<file path="src/rtl/amba_pkg.sv">
// Shared AHB-Lite definitions for the decoder/mux interconnect stage:
// bus widths, transfer-type and response encodings, default-slave states.
package amba_pkg;

  localparam int AWIDTH = 32;
  localparam int DWIDTH = 32;

  localparam logic [1:0] HTRANS_IDLE   = 2'b00;
  localparam logic [1:0] HTRANS_BUSY   = 2'b01;
  localparam logic [1:0] HTRANS_NONSEQ = 2'b10;
  localparam logic [1:0] HTRANS_SEQ    = 2'b11;

  localparam logic HRESP_OKAY  = 1'b0;
  localparam logic HRESP_ERROR = 1'b1;

  typedef enum logic [1:0] {
    IDLE = 2'b00,
    ERR1 = 2'b01,
    ERR2 = 2'b10
  } dflt_state_t;

  // NONSEQ and SEQ are the only transfer types that demand a real response;
  // IDLE and BUSY always get a zero-wait OKAY.
  function automatic logic xfer_active(input logic [1:0] trans);
    return trans[1];
  endfunction

endpackage

</file>
<file path="src/rtl/amba_decoder_mux_default_slave.sv">
// Default slave for the AHB-Lite decoder: answers any active transfer to an
// unmapped region with the standard two-cycle ERROR response and anything
// else with a zero-wait OKAY. Outputs are registered straight from the FSM.
module amba_default_slave
  import amba_pkg::*;
(
  input  logic       clk,
  input  logic       rst_n,
  input  logic       hsel,
  input  logic [1:0] htrans,
  input  logic       hready,
  output logic       hreadyout,
  output logic       hresp
);

  dflt_state_t state_q;
  logic        start_err;

  // A new ERROR sequence starts only when an active transfer to us is
  // actually accepted on the bus (hready high at the sampling edge).
  assign start_err = hsel && hready && xfer_active(htrans);

  // Single FSM: IDLE -> ERR1 (stall, ERROR) -> ERR2 (complete, ERROR) -> IDLE/ERR1
  always_ff @(posedge clk or negedge rst_n) begin
    if (!rst_n) begin
      state_q   <= IDLE;
      hreadyout <= 1'b1;
      hresp     <= HRESP_OKAY;
    end else begin
      case (state_q)
        IDLE: begin
          if (start_err) begin
            state_q   <= ERR1;
            hreadyout <= 1'b0;
            hresp     <= HRESP_ERROR;
          end else begin
            state_q   <= IDLE;
            hreadyout <= 1'b1;
            hresp     <= HRESP_OKAY;
          end
        end
        ERR1: begin
          state_q   <= ERR2;
          hreadyout <= 1'b1;
          hresp     <= HRESP_ERROR;
        end
        ERR2: begin
          if (start_err) begin
            state_q   <= ERR1;
            hreadyout <= 1'b0;
            hresp     <= HRESP_ERROR;
          end else begin
            state_q   <= IDLE;
            hreadyout <= 1'b1;
            hresp     <= HRESP_OKAY;
          end
        end
        default: begin
          state_q   <= IDLE;
          hreadyout <= 1'b1;
          hresp     <= HRESP_OKAY;
        end
      endcase
    end
  end

endmodule

</file>
<file path="src/rtl/amba_decoder_mux.sv">
// AHB-Lite single-master interconnect stage. Decodes the address-phase haddr
// MSBs into a one-hot hsel, then steers the selected slave's data-phase
// hready/hresp/hrdata back to the master. Unmapped regions are served by an
// internal default slave that returns a two-cycle ERROR.
//
// Optional build macro AHB_DEC_TIMEOUT_EN: adds a wait-state watchdog that
// forces a two-cycle ERROR to the master after TIMEOUT_CYC stalled cycles.
module amba_decoder_mux
  import amba_pkg::*;
#(
  parameter int NSLV        = 4,
  parameter int SEL_BITS    = 4,
  parameter int TIMEOUT_CYC = 16
) (
  input  logic                   clk,
  input  logic                   rst_n,
  input  logic [AWIDTH-1:0]      haddr,
  input  logic [1:0]             htrans,
  output logic                   hready,
  output logic                   hresp,
  output logic [DWIDTH-1:0]      hrdata,
  output logic [NSLV-1:0]        hsel,
  input  logic [NSLV-1:0]        hreadyout_s,
  input  logic [NSLV-1:0]        hresp_s,
  input  logic [NSLV*DWIDTH-1:0] hrdata_s
);

  // The all-ones index can never be a mapped slave (NSLV <= 2**SEL_BITS-1),
  // so it doubles as the "default slave" marker in the data-phase select.
  localparam logic [SEL_BITS-1:0] DFLT_IDX = '1;
  localparam logic [SEL_BITS-1:0] NSLV_L   = SEL_BITS'(NSLV);

  logic [SEL_BITS-1:0] idx;
  logic                mapped;
  logic [SEL_BITS-1:0] dsel_q;
  logic                dflt_hreadyout;
  logic                dflt_hresp;
  logic                slv_ready;
  logic                slv_resp;
  logic [DWIDTH-1:0]   slv_rdata;
  logic                unused_addr_lsbs;

  assign idx              = haddr[AWIDTH-1 -: SEL_BITS];
  assign mapped           = (idx < NSLV_L);
  assign unused_addr_lsbs = ^haddr[AWIDTH-SEL_BITS-1:0];

  // Address-phase decode: one-hot select straight from haddr, no htrans gating
  always_comb begin
    hsel = '0;
    for (int i = 0; i < NSLV; i++) begin
      if (idx == SEL_BITS'(i)) begin
        hsel[i] = 1'b1;
      end
    end
  end

  // Data-phase select: advances only when the current transfer completes
  always_ff @(posedge clk or negedge rst_n) begin
    if (!rst_n) begin
      dsel_q <= DFLT_IDX;
    end else if (hready) begin
      dsel_q <= mapped ? idx : DFLT_IDX;
    end
  end

  amba_default_slave u_dflt (
    .clk       (clk),
    .rst_n     (rst_n),
    .hsel      (~mapped),
    .htrans    (htrans),
    .hready    (hready),
    .hreadyout (dflt_hreadyout),
    .hresp     (dflt_hresp)
  );

  // Response mux: follows the data-phase owner, default slave reads as zero
  always_comb begin
    slv_ready = dflt_hreadyout;
    slv_resp  = dflt_hresp;
    slv_rdata = '0;
    for (int i = 0; i < NSLV; i++) begin
      if (dsel_q == SEL_BITS'(i)) begin
        slv_ready = hreadyout_s[i];
        slv_resp  = hresp_s[i];
        slv_rdata = hrdata_s[i*DWIDTH +: DWIDTH];
      end
    end
  end

`ifdef AHB_DEC_TIMEOUT_EN
  localparam int               CNT_W     = $clog2(TIMEOUT_CYC + 1);
  localparam logic [CNT_W-1:0] CNT_LIMIT = CNT_W'(TIMEOUT_CYC);

  logic [CNT_W-1:0] to_cnt_q;
  logic             ovr_err1;
  logic             ovr_err2_q;

  // Reaching the limit starts the first (stalling) cycle of the forced ERROR
  assign ovr_err1 = (to_cnt_q == CNT_LIMIT);

  // Watchdog: count stalled cycles owned by a real slave; the second ERROR
  // cycle always follows the first, and its hready=1 clears the count
  always_ff @(posedge clk or negedge rst_n) begin
    if (!rst_n) begin
      to_cnt_q   <= '0;
      ovr_err2_q <= 1'b0;
    end else begin
      ovr_err2_q <= ovr_err1;
      if (hready || ovr_err1) begin
        to_cnt_q <= '0;
      end else if (dsel_q != DFLT_IDX) begin
        to_cnt_q <= to_cnt_q + CNT_W'(1);
      end
    end
  end

  // Master-side outputs, overridden by the forced ERROR sequence when it fires
  always_comb begin
    hready = slv_ready;
    hresp  = slv_resp;
    hrdata = slv_rdata;
    if (ovr_err1) begin
      hready = 1'b0;
      hresp  = HRESP_ERROR;
      hrdata = '0;
    end else if (ovr_err2_q) begin
      hready = 1'b1;
      hresp  = HRESP_ERROR;
      hrdata = '0;
    end
  end
`else
  // Master-side outputs come straight from the selected slave
  always_comb begin
    hready = slv_ready;
    hresp  = slv_resp;
    hrdata = slv_rdata;
  end
`endif

endmodule

</file>
<file path="config.mk">
export PLATFORM = sky130hd
export DESIGN_NAME = amba_decoder_mux
export DESIGN_NICKNAME = d
export VERILOG_FILES = /design/src/rtl/amba_pkg.sv /design/src/rtl/amba_decoder_mux_default_slave.sv /design/src/rtl/amba_decoder_mux.sv
export SDC_FILE = /design/constraint.sdc
export NUM_CORES = 1
export LEC_CHECK = 0
export ABC_AREA = 1
export BUFFER_PORTS_ARGS = -buffer_cell sky130_fd_sc_hd__buf_2
export CAP_MARGIN = 20
export CELL_PAD_IN_SITES_DETAIL_PLACEMENT = 1
export CELL_PAD_IN_SITES_GLOBAL_PLACEMENT = 1
export CORE_MARGIN = 3
export CORE_UTILIZATION = 15
export CTS_BUF_LIST = sky130_fd_sc_hd__clkbuf_4
export DETAILED_ROUTE_END_ITERATION = 16
export PLACE_DENSITY = 0.86
export SLEW_MARGIN = 20
export SYNTH_ARGS = -nofsm -noshare
export SYNTH_HDL_FRONTEND = slang
export SYNTH_HIERARCHICAL = 1
export SYNTH_SLANG_ARGS = --single-unit
</file>
<file path="constraint.sdc">
create_clock -name clk -period 2.9 [get_ports clk]
set_input_delay 0.29 -clock clk [delete_from_list [all_inputs] [get_ports clk]]
set_output_delay 0.29 -clock clk [all_outputs]
set_load 0.02 [all_outputs]
</file>
# --- Word level (Yosys, flattened, before mapping) ---
# Index checks and enable logic that the tools add are counted.
word_totals:
  inputBits: 172
  regBits: 8
  word_cells: 43
  output_inout_bits: 38
op_classes:
  n_reduce_logical: 6
  n_eq_ne: 8
  mux: 23
  bitwise_logic: 1
  magnitude_cmp: 1
op_table:
  columns: ["operator", "count"]
  rows:
  - ["two-way mux 32 bit", 4]
  - ["equality test 4 x 2 -> 1 bit, second input constant", 4]
  - ["two-way mux 1 bit", 16]
  - ["equality test 4 x 1 -> 1 bit, second input constant", 2]
  - ["zero test 4 bit", 2]
  - ["< comparator 4 x 3 -> 1 bit, second input constant", 1]
  - ["two-way mux 4 bit", 1]
  - ["one-hot mux 2 bit (2 select lines)", 1]
  - ["equality test 2 x 1 -> 1 bit, second input constant", 1]
  - ["equality test 2 bit, second input constant", 1]
  - ["logical AND 1 bit", 2]
  - ["zero test 2 bit", 1]
  - ["one-hot mux 1 bit (2 select lines)", 1]
  - ["OR reduction 2 bit", 1]
  - ["inverter 1 bit", 1]

# --- Depth between registers and ports, before layout ---
logic_depth:
  ltp_word: 9
  ltp_mapped: 11
  mapped_depth_nobuf: 11

# --- By module ---
# Netlist, hierarchy kept.
by_module_without_submodules:
  columns: ["module", "seq_area_each_um2", "area_per_inst_um2", "instances", "cells_per_inst"]
  rows:
  - ["amba_decoder_mux", 78.8, 1057.3, 1, 227]
  - ["amba_default_slave", 101.3, 146.4, 1, 14]

# --- Worst setup path before layout ---
# OpenSTA, ideal clock, no wires.
synth_path:
  kind: "register to output"
  from: "register dsel_q[2]"
  to: "output hresp"
  path_stages_with_launch: 6
  path_buffers: 0
  setup_slack_ns: 1.316
  arrival_time_ns: 1.294
  required_ns: 2.610
  cell_sequence: "dfstp_2 > inv_1 > nand3_1 > or2_2 > nand3b_1 > a21oi_1"
synth_via:
  elab_chain_cells: 5
  word_cells_on_any_way: 8
  classes_between: "3 x eq/ne; 4 x mux; 1 x reduce/logical"
synth_rtl:
  columns: ["item", "line_no", "source"]
  rows:
  - ["start: declaration", "amba_decoder_mux.sv:35", "logic [SEL_BITS-1:0] dsel_q;"]
  - ["start signal: assignment", "amba_decoder_mux.sv:62", "dsel_q <= mapped ? idx : DFLT_IDX;"]
  - ["zero test 4 bit", "amba_decoder_mux.sv:82", "if (dsel_q == SEL_BITS'(i)) begin"]
  - ["two-way mux 1 bit (3 in series)", "amba_decoder_mux.sv:82", null]
  - ["two-way mux 1 bit (*)", "amba_decoder_mux.sv:82", null]
  - ["end: declaration", "amba_decoder_mux.sv:20", "output logic hresp,"]
# Mark *: on every way between the ends. The rest lies on a longest branch, timed or not.

# --- Worst setup path in the final report ---
layout_path:
  from: "register dsel_q[0]"
  to: "output hrdata[12]"
layout_via:
  elab_chain_cells: 5
  word_cells_on_any_way: 8
  classes_between: "3 x eq/ne; 4 x mux; 1 x reduce/logical"
layout_rtl:
  columns: ["item", "line_no", "source"]
  rows:
  - ["zero test 4 bit", "amba_decoder_mux.sv:82", null]
  - ["two-way mux 32 bit (3 in series)", "amba_decoder_mux.sv:82", null]
  - ["two-way mux 32 bit (*)", "amba_decoder_mux.sv:82", null]
  - ["end: declaration", "amba_decoder_mux.sv:21", "output logic [DWIDTH-1:0] hrdata,"]
# Marks and branches as above.

==> reports/summary.txt <==
Pre-CTS setup slack: 552 ps
Cell taking the most area after synthesis: nand2_1
ANT cells: 0
DR iter-0 viols: 28
Synth Instances: 241
Layout area overhead: 89.2%
Critical Path Sink Type: output port
Synth top area share: 0.455
GR Overflow Total: 0
Synth Register Bits: 7
Worst EP arrival: 2030 ps
Peak VDD IR: 0.000267 V
Crit Reg-Reg Startpoint: dsel_q[2]$_DFFE_PN1P_
Top-level port count: 210
Resize count post-CTS: 0
Via Count: 2253
H-tree Lvls: 1
First-pass GRT wire length: 9670 µm
Pleak: 1.33 nW
Main combinational cell family by area after synthesis: simple AND/OR/NAND/NOR gates
Storage cell area: 180 µm²
WP depth: 6
Share of the yosys chip area belonging to registers: 0.150
Initial Util: 0.155
Largest net degree at the start of global routing: 33
Final setup viols: 0
Fmax: 432 MHz
DR vias/cell: 4.32
Hold Violations, Final: 0
Cell area after layout: 0.00228 mm²
Clock tree buffer depth: 2
Post-synth net total: 413
First-pass iteration count of the detailed router: 4
DIE AREA: 0.00914 mm²
Number of nets still failing antenna checks after routing: 0
Clock Skews: 3.27 ps
DP HPWL: 5710 µm
Cell area after synthesis: 0.00120 mm²
GRT Overall Usage: 0.130
Yosys warns: 6
Core ar.: 0.00777 mm²
Synth Area in XOR/XNOR: 0
FF-to-FF setup slack: 1160 ps
GPL Wtd Cong: 0.731
Worst setup path class: reg -> out
Placement row count: 32
Drt drc: 0
Crit path required time: 2610 ps
Unrepaired setup endpoints after global routing: false
Slew Viols, Final: 0
I/O Buffers: 180
Status: finished, final reports clean
Adder-cell share of the synthesized area: 0
Library cells used by synthesis: 18
Vias in the first global route: 2195
Share of synthesized cell area in and, or, nand and nor gates: 0.742
Complex-gate fraction of the synthesized area: 0.00832
Most common cell after layout, fill and taps aside: buf_2
Die Ht: 95.6 µm
Wire length per cell: 13.0 µm
# Post-CTS Setup Buffers: 0
Worst slew pin tran: 557 ps
CP Max Fanout: 20
Clock-pin slew on the worst setup and hold paths: 50 ps
CP top delay family: buffers and inverters
Area contributors post-synth: nand2_1 (46%), nand4_1 (17%), dfstp_2 (8.7%)
Hold_ws: 318 ps
Hold crit path type: in -> reg
Share of cells above drive strength 1: 0.481
Syn Area/Cell: 4.99 µm²
TritonCTS clock tree: done
Min cycle time layout: 2320 ps
Final setup TNS: 0 ps
Pwr dens: 816 mW/mm²
Cts bufs inserted: 3
Reg-to-Reg End: u_dflt/hresp$_DFF_PN0_
Area of the multi-input gates: 903 µm²
CP endpoint: hrdata[12]
Final #Nets: 593
Rel. slew slack: 0.628
Clock Latency Late Sink: 260 ps
Placed cell area: 0.00221 mm²
Most frequent cells in the layout: buf_2 (180), nand2_1 (146), nand4_1 (32), inv_1 (14), nor2_1 (9)
Mux cell area share after synthesis: 0
Worst Setup SP: dsel_q[0]$_DFFE_PN1P_
MaxCap Viol Count: 0
Die X: 95.6 µm
Final setup margin: 584 ps
Clk sink count: 7
Total Wirelength: 6770 µm
Initial antenna violation count: 0
Worst-path cell chain: nand3_1 > inv_1 > buf_16 > nand2_1 > nand4_1 > buf_2
Clk root buf: clkbuf_4
Period utilisation layout: 0.799
FILL cells: 1108
Worst reg2reg path depth: 12
Buffers and inverters on the worst path: 3
Crit-path slowest cell: dfstp_2
Worst path max stage delay: 560 ps
Startpoint Class: register
==> registers in the layout, summed over array words and instances (netlist names) <==
name              flops
dsel_q                3
u_dflt/hreadyout      1
u_dflt/hresp          1
u_dflt/state_q        2
==> report_power, final <==
group	internal [W]	switching, W
Combinational	0.000534	0.00102
Sequential	0.000166	0.0000373
Clock	0.0000621	0.0000399
==> worst min-delay path, stage by stage <==
cell and delay (ps):
buf_2 80, inv_1 30, nor2_1 70, nand2_1 90
==> how the worst min path moves through the flow <==
stage,from,to,slack [ps],depth (start not counted)
after CTS,htrans[1],u_dflt/hreadyout$_DFF_PN1_,310,4
after floorplan,rst_n,u_dflt/hresp$_DFF_PN0_,-6,0
after global placement,rst_n,u_dflt/state_q[0]$_DFF_PN0_,130,1
final,htrans[1],u_dflt/hreadyout$_DFF_PN1_,320,4
after global routing,htrans[1],u_dflt/hreadyout$_DFF_PN1_,350,4
after detailed placement,rst_n,u_dflt/state_q[0]$_DFF_PN0_,130,1
==> Yosys cell counts, drive strengths merged <==
library cell	n
dfrtp	3
nand3	7
nand2	148
inv	16
a21oi	2
nand4	32
nand3b	1
nor2	11
buf	12
nor4	1
or2	1
dfstp	4
nor3	3
==> stage by stage <==
stage | utilization | std cells | power, W
after global placement | 0.284 | 516 | 0.00171
after global routing | 0.293 | 522 | 0.00204
after CTS | 0.290 | 521 | 0.00187
after detailed placement | 0.284 | 516 | 0.00176
final | 0.293 | 522 | 0.00186
after floorplan | - | 241 | 0.00120
==> layer usage <==
layer,global-route usage,wire length [µm],up-vias
met1,0.138,2410,1025
met5,0,0,-
met2,0.267,3700,91
li1,-,-,1132
met3,0.0197,613,5
met4,0.0249,45,0
==> layout make-up <==
| class | count | share of cell area |
|---|---|---|
| timing repair buffer | 187 | 0.429 |
| multi-input combinational | 206 | 0.397 |
| sequential | 7 | 0.0791 |
| tap | 102 | 0.0560 |
| inverter | 16 | 0.0264 |
| clock buffer | 4 | 0.0132 |
==> timing repair <==
action / CTS / global route
endpoints found under the hold margin: 3 / 0
hold buffers: 1 / 0
setup endpoints to repair: 0 / 0
==> cells by family (layout without fill, tap and decap cells) <==
group                  count (synthesis)  in the layout
AOI/OAI and AO/OA                      2              2
buffers and inverters                 28            207
DFF                                    7              7
and+or+nand+nor                      204            204
(Power assumes the default switching activity.)
